**src/rtl/ifu_fetch.sv**
```systemverilog
// Instruction fetch stage: owns the PC, reads one word per instruction over a
// req/ack handshake and holds it for decode until the control unit retires it.
module ifu_fetch #(
    parameter logic [31:0] RESET_PC       = 32'h0000_0000,
    parameter int unsigned TIMEOUT_CYCLES = 16
) (
    input  logic        soc_clk,
    input  logic        reset,
    input  logic        pc_update_valid,
    input  logic        pc_update_sel,
    input  logic [31:0] pc_increment,
    input  logic [31:0] pc_target,
    output logic        mem_req,
    output logic [31:0] mem_addr,
    input  logic        mem_ack,
    input  logic [31:0] mem_rdata,
    output logic [31:0] instruction,
    output logic        Fetch_ready,
    output logic [31:0] fetch_pc,
    output logic        misaligned_fetch,
    output logic        fetch_timeout
);

    localparam int unsigned XLEN  = 32;
    localparam int unsigned CNT_W = 8;

    typedef enum logic [1:0] {
        ST_REQ   = 2'd0,
        ST_HOLD  = 2'd1,
        ST_FAULT = 2'd2
    } state_t;

    state_t            state_q, state_d;
    logic [XLEN-1:0]   pc_q, pc_d;
    logic [XLEN-1:0]   instr_q, instr_d;
    logic [XLEN-1:0]   fpc_q, fpc_d;
    logic [XLEN-1:0]   next_pc;
    logic [CNT_W-1:0]  cnt_q, cnt_d;
    logic              rdy_q, rdy_d;
    logic              mis_q, mis_d;
    logic              tmo_q, tmo_d;

    // State register
    always_ff @(posedge soc_clk) begin
        if (reset) begin
            state_q <= ST_REQ;
        end else begin
            state_q <= state_d;
        end
    end

    // Datapath and fault registers
    always_ff @(posedge soc_clk) begin
        if (reset) begin
            pc_q    <= RESET_PC;
            instr_q <= '0;
            fpc_q   <= RESET_PC;
            cnt_q   <= '0;
            rdy_q   <= 1'b0;
            mis_q   <= 1'b0;
            tmo_q   <= 1'b0;
        end else begin
            pc_q    <= pc_d;
            instr_q <= instr_d;
            fpc_q   <= fpc_d;
            cnt_q   <= cnt_d;
            rdy_q   <= rdy_d;
            mis_q   <= mis_d;
            tmo_q   <= tmo_d;
        end
    end

    // Candidate next PC; 32-bit add, carry discarded
    assign next_pc = pc_update_sel ? pc_target : XLEN'(pc_q + pc_increment);

    // Next-state and register updates
    always_comb begin
        state_d = state_q;
        pc_d    = pc_q;
        instr_d = instr_q;
        fpc_d   = fpc_q;
        cnt_d   = cnt_q;
        rdy_d   = rdy_q;
        mis_d   = mis_q;
        tmo_d   = tmo_q;
        unique case (state_q)
            ST_REQ: begin
                // An ack on the limit cycle still completes the fetch
                if (mem_ack) begin
                    instr_d = mem_rdata;
                    fpc_d   = pc_q;
                    rdy_d   = 1'b1;
                    cnt_d   = '0;
                    state_d = ST_HOLD;
                end else if (cnt_q == CNT_W'(TIMEOUT_CYCLES - 1)) begin
                    tmo_d   = 1'b1;
                    state_d = ST_FAULT;
                end else begin
                    cnt_d = cnt_q + CNT_W'(1);
                end
            end
            ST_HOLD: begin
                if (pc_update_valid) begin
                    rdy_d = 1'b0;
                    if (next_pc[1:0] == 2'b00) begin
                        pc_d    = next_pc;
                        state_d = ST_REQ;
                    end else begin
                        mis_d   = 1'b1;
                        state_d = ST_FAULT;
                    end
                end
            end
            ST_FAULT: begin
                state_d = ST_FAULT;
            end
            default: begin
                state_d = ST_FAULT;
            end
        endcase
    end

    // Request is withheld while reset is asserted
    assign mem_req          = (state_q == ST_REQ) && !reset;
    assign mem_addr         = pc_q;
    assign instruction      = instr_q;
    assign Fetch_ready      = rdy_q;
    assign fetch_pc         = fpc_q;
    assign misaligned_fetch = mis_q;
    assign fetch_timeout    = tmo_q;

endmodule

```
**config.mk**
```make
export PLATFORM = sky130hd
export DESIGN_NAME = ifu_fetch
export DESIGN_NICKNAME = d
export VERILOG_FILES = /design/src/rtl/ifu_fetch.sv
export SDC_FILE = /design/constraint.sdc
export NUM_CORES = 1
export LEC_CHECK = 0
export CORE_AREA = 2 2 119 121
export CTS_CLUSTER_DIAMETER = 150
export DETAILED_ROUTE_END_ITERATION = 7
export DIE_AREA = 0 0 121 123
export PLACE_DENSITY = 0.73
export SKIP_LAST_GASP = 1
export SYNTH_ARGS = -nofsm -noshare
export SYNTH_HDL_FRONTEND = slang
export SYNTH_SLANG_ARGS = --single-unit
```
**constraint.sdc**
```tcl
create_clock -name soc_clk -period 9.2 [get_ports soc_clk]
set_input_delay 2.76 -clock soc_clk [delete_from_list [all_inputs] [get_ports soc_clk]]
set_output_delay 2.76 -clock soc_clk [all_outputs]
set_load 0.01 [all_outputs]
```
==> impl_metrics.toml <==
[status]
status = "completed"

[clock_tree]
cts_tree = "done"
tritoncts.num_buffers = 9
htreeDepth = 3
cts-root-buf = "clkbuf_16"
hold_buffers = 0
clock_sinks = 109
clock_latency_ns = 0.36
post-cts-setup-buffers = 0
path_clk_slew_ns = 0.07
ctsResizeCount = 0
cts.path.max_buffers = 2

[floorplanning]
coreArea_sq_um = 13600
die_w_um = 121
row_count = 43
dieArea_sq_um = 14900
pin_count = 201
fp.dieH_um = 123
start_util = 0.421

[finish]
layout-drive-gt1-share = 0.0370
nets = 1049
final_cell_mix = "clkdlybuf4s50_1 (198), nand2_1 (173), dfxtp_1 (109)"
n_antenna_cell = 0
areaGrowthSynthToFinish_pct = 42.1
layout_commonest_cell = "clkdlybuf4s50_1"
final_cells = 1100
stdcell_area_sq_um = 8140

[placement]
post_dp_cell_area_sq_um = 7830
gp_congestion = 0.826
io_buffers = 200
detailed_place_hpwl_um = 11800
dp_cells = 1084

[logic_synthesis]
synth_xor_area_frac = 0.0504
avgSynthCellArea_sq_um = 7.71
syn_inst = 743
syn_nets = 877
synth_area_sq_um = 5730
synth_edf_count = 0
synth_top_family_by_area = "compound AO/OA/AOI/OAI gates"
ys_ff_latch = 109
yosysSeqAreaShare = 0.381
yosys_warnings = 0
synthArstFlopShare = 0
synthMuxAreaShare = 0.0166
synth-adder-area-share = 0.0734
synth_cell_types = 52
synthFlopType = "dfxtp_1"
synth_compound_area_frac = 0.233
synth-simple-area-share = 0.213

[power_and_ir_drop]
p_per_area_nw_per_um2 = 137
power.total_w = 0.00112
power_leakage_nw = 3.11
vdd.ir_drop.worst_mv = 0.0821

[critical_path]
cp.arrival_ns = 3.85
slowest_delay_ns = 0.58
critPathKind = "input port to output port"
crit_chain = "buf_4 > nor3_1 > clkdlybuf4s50_1"
r2r_slack_ns = 6.03
start_kind = "input port"
cp-end-kind = "output port"
required_ns = 6.44
rr_startpoint = "mem_addr[11]"
worstReg2RegEnd = "mem_addr[28]"
reg2reg_depth = 10
cpMaxStageDelayCell = "clkdlybuf4s50_1"
crit_fanout = 48

[timing]
slew_viol_final = 0
fin_crit_sh = 0.719
rsz0062_at_grt = "false"
setup_viol = 0
max_slew_margin = 0.574
finalSetupTns_ns = 0
holdWs_ns = 0.453
skew_ns = 0.00895
max_freq_ghz = 0.151
worstMarginPinSlew_ns = 0.639
final_hold_viol_count = 0
finalCriticalPeriod_ns = 6.61

[global_route]
grt_pass1_vias = 5220
overflow = 0
grt_usage = 0.213
grt_max_degree = 59
antenna_found_initial = 0
grt_first_pass_wirelength_um = 25700

[route]
routed_via_density = 5.25
vias = 5776
drtIter0Drc = 377
drtAntennaViolNets = 0
wirelength_um = 16300
drc = 0
firstDrtPassIters = 4
routedWlPerCell_um = 14.8

[min_path]
hold_path_depth = 2
hold_end = "fetch_pc[1]"
hold_class = "flip-flop to flip-flop"
holdCritStartpoint = "fetch_pc[1]"

[job]
maxCapViolations = 0
## worst max-delay path, delay by kind of cell
| kind | cells | cell delay (ns) |
|---|---|---|
| simple gates | 1 | 0.23 |
| buf+inv | 2 | 0.85 |
## metrics by stage
stage | util | setup WS [ns]
2_1_floorplan | - | 3.08
3_3_place_gp | 0.575 | 2.52
3_5_place_dp | 0.575 | 2.58
4_1_cts | 0.598 | 2.58
5_1_grt | 0.598 | 2.56
6_report | 0.598 | 2.59
## cells in the mapped netlist, drive strengths merged, types with 2 or more instances
cell type    n  area share
a2111oi      4      0.0072
a211oi      15       0.021
a21boi       3      0.0039
a21o        16       0.021
a21oi      102       0.090
a221oi       2      0.0031
a31oi        8      0.0087
a32oi        2      0.0031
a41oi        2      0.0031
and3         5      0.0055
and4         2      0.0031
buf         10      0.0079
clkbuf      35       0.023
dfxtp      109        0.38
ha          32       0.070
inv          4      0.0026
mux2i        8       0.014
nand2      174        0.11
nand2b       5      0.0055
nand3        8      0.0070
nand3b       2      0.0026
nand4        6      0.0066
nor2        63       0.041
nor2b        5      0.0055
nor3        11      0.0096
nor3b        4      0.0052
nor4         2      0.0022
o211ai      16       0.021
o21a         3      0.0039
o21ai       35       0.031
o21bai       3      0.0039
xnor2       14       0.021
xor2        19       0.029
## logic make-up after synthesis
family,after synthesis
compound gates,219
xor+xnor,33
fa+ha+maj,33
buf+inv,49
flops,109
mux,9
simple gates,291
## worst max-delay path by stage
stage	start	endpoint	slack, ns
floorplan	reset	mem_req	3.08
global placement	reset	mem_req	2.52
detailed placement	reset	mem_req	2.58
CTS	reset	mem_req	2.58
global route	reset	mem_req	2.56
finish	reset	mem_req	2.59
## routing by layer
layer	track usage	up-vias	part of all wire
li1	-	2940	-
met1	0.284	2673	0.46
met2	0.350	146	0.46
met3	0.0378	17	0.059
met4	0.0669	0	0.016
met5	0	-	0
## report_power, final
part | total (W) | switching [W] | internal [W]
Combinational | 0.000205 | 0.000102 | 0.000103
Sequential | 0.000499 | 0.0000112 | 0.000488
Clock | 0.000412 | 0.000194 | 0.000218
Total | 0.00112 | 0.000307 | 0.000808
## registers in the layout, indices dropped and copies added (netlist names)
signal	cells
instruction	32
fetch_timeout	1
fetch_pc	32
cnt_q	8
mem_addr	32
Fetch_ready	1
misaligned_fetch	1
state_q	2
## final cells by class
| class | count | area [sq um] |
|---|---|---|
| timing repair buffer | 206 | 2040 |
| inverter | 4 | 15.0 |
| clock buffer | 9 | 225 |
| clock inverter | 7 | 88.8 |
| fill | 1219 | 5470 |
| sequential | 109 | 2180 |
| tap | 180 | 225 |
| multi-input combinational | 585 | 3370 |
Power figures use the tool's default switching activity.
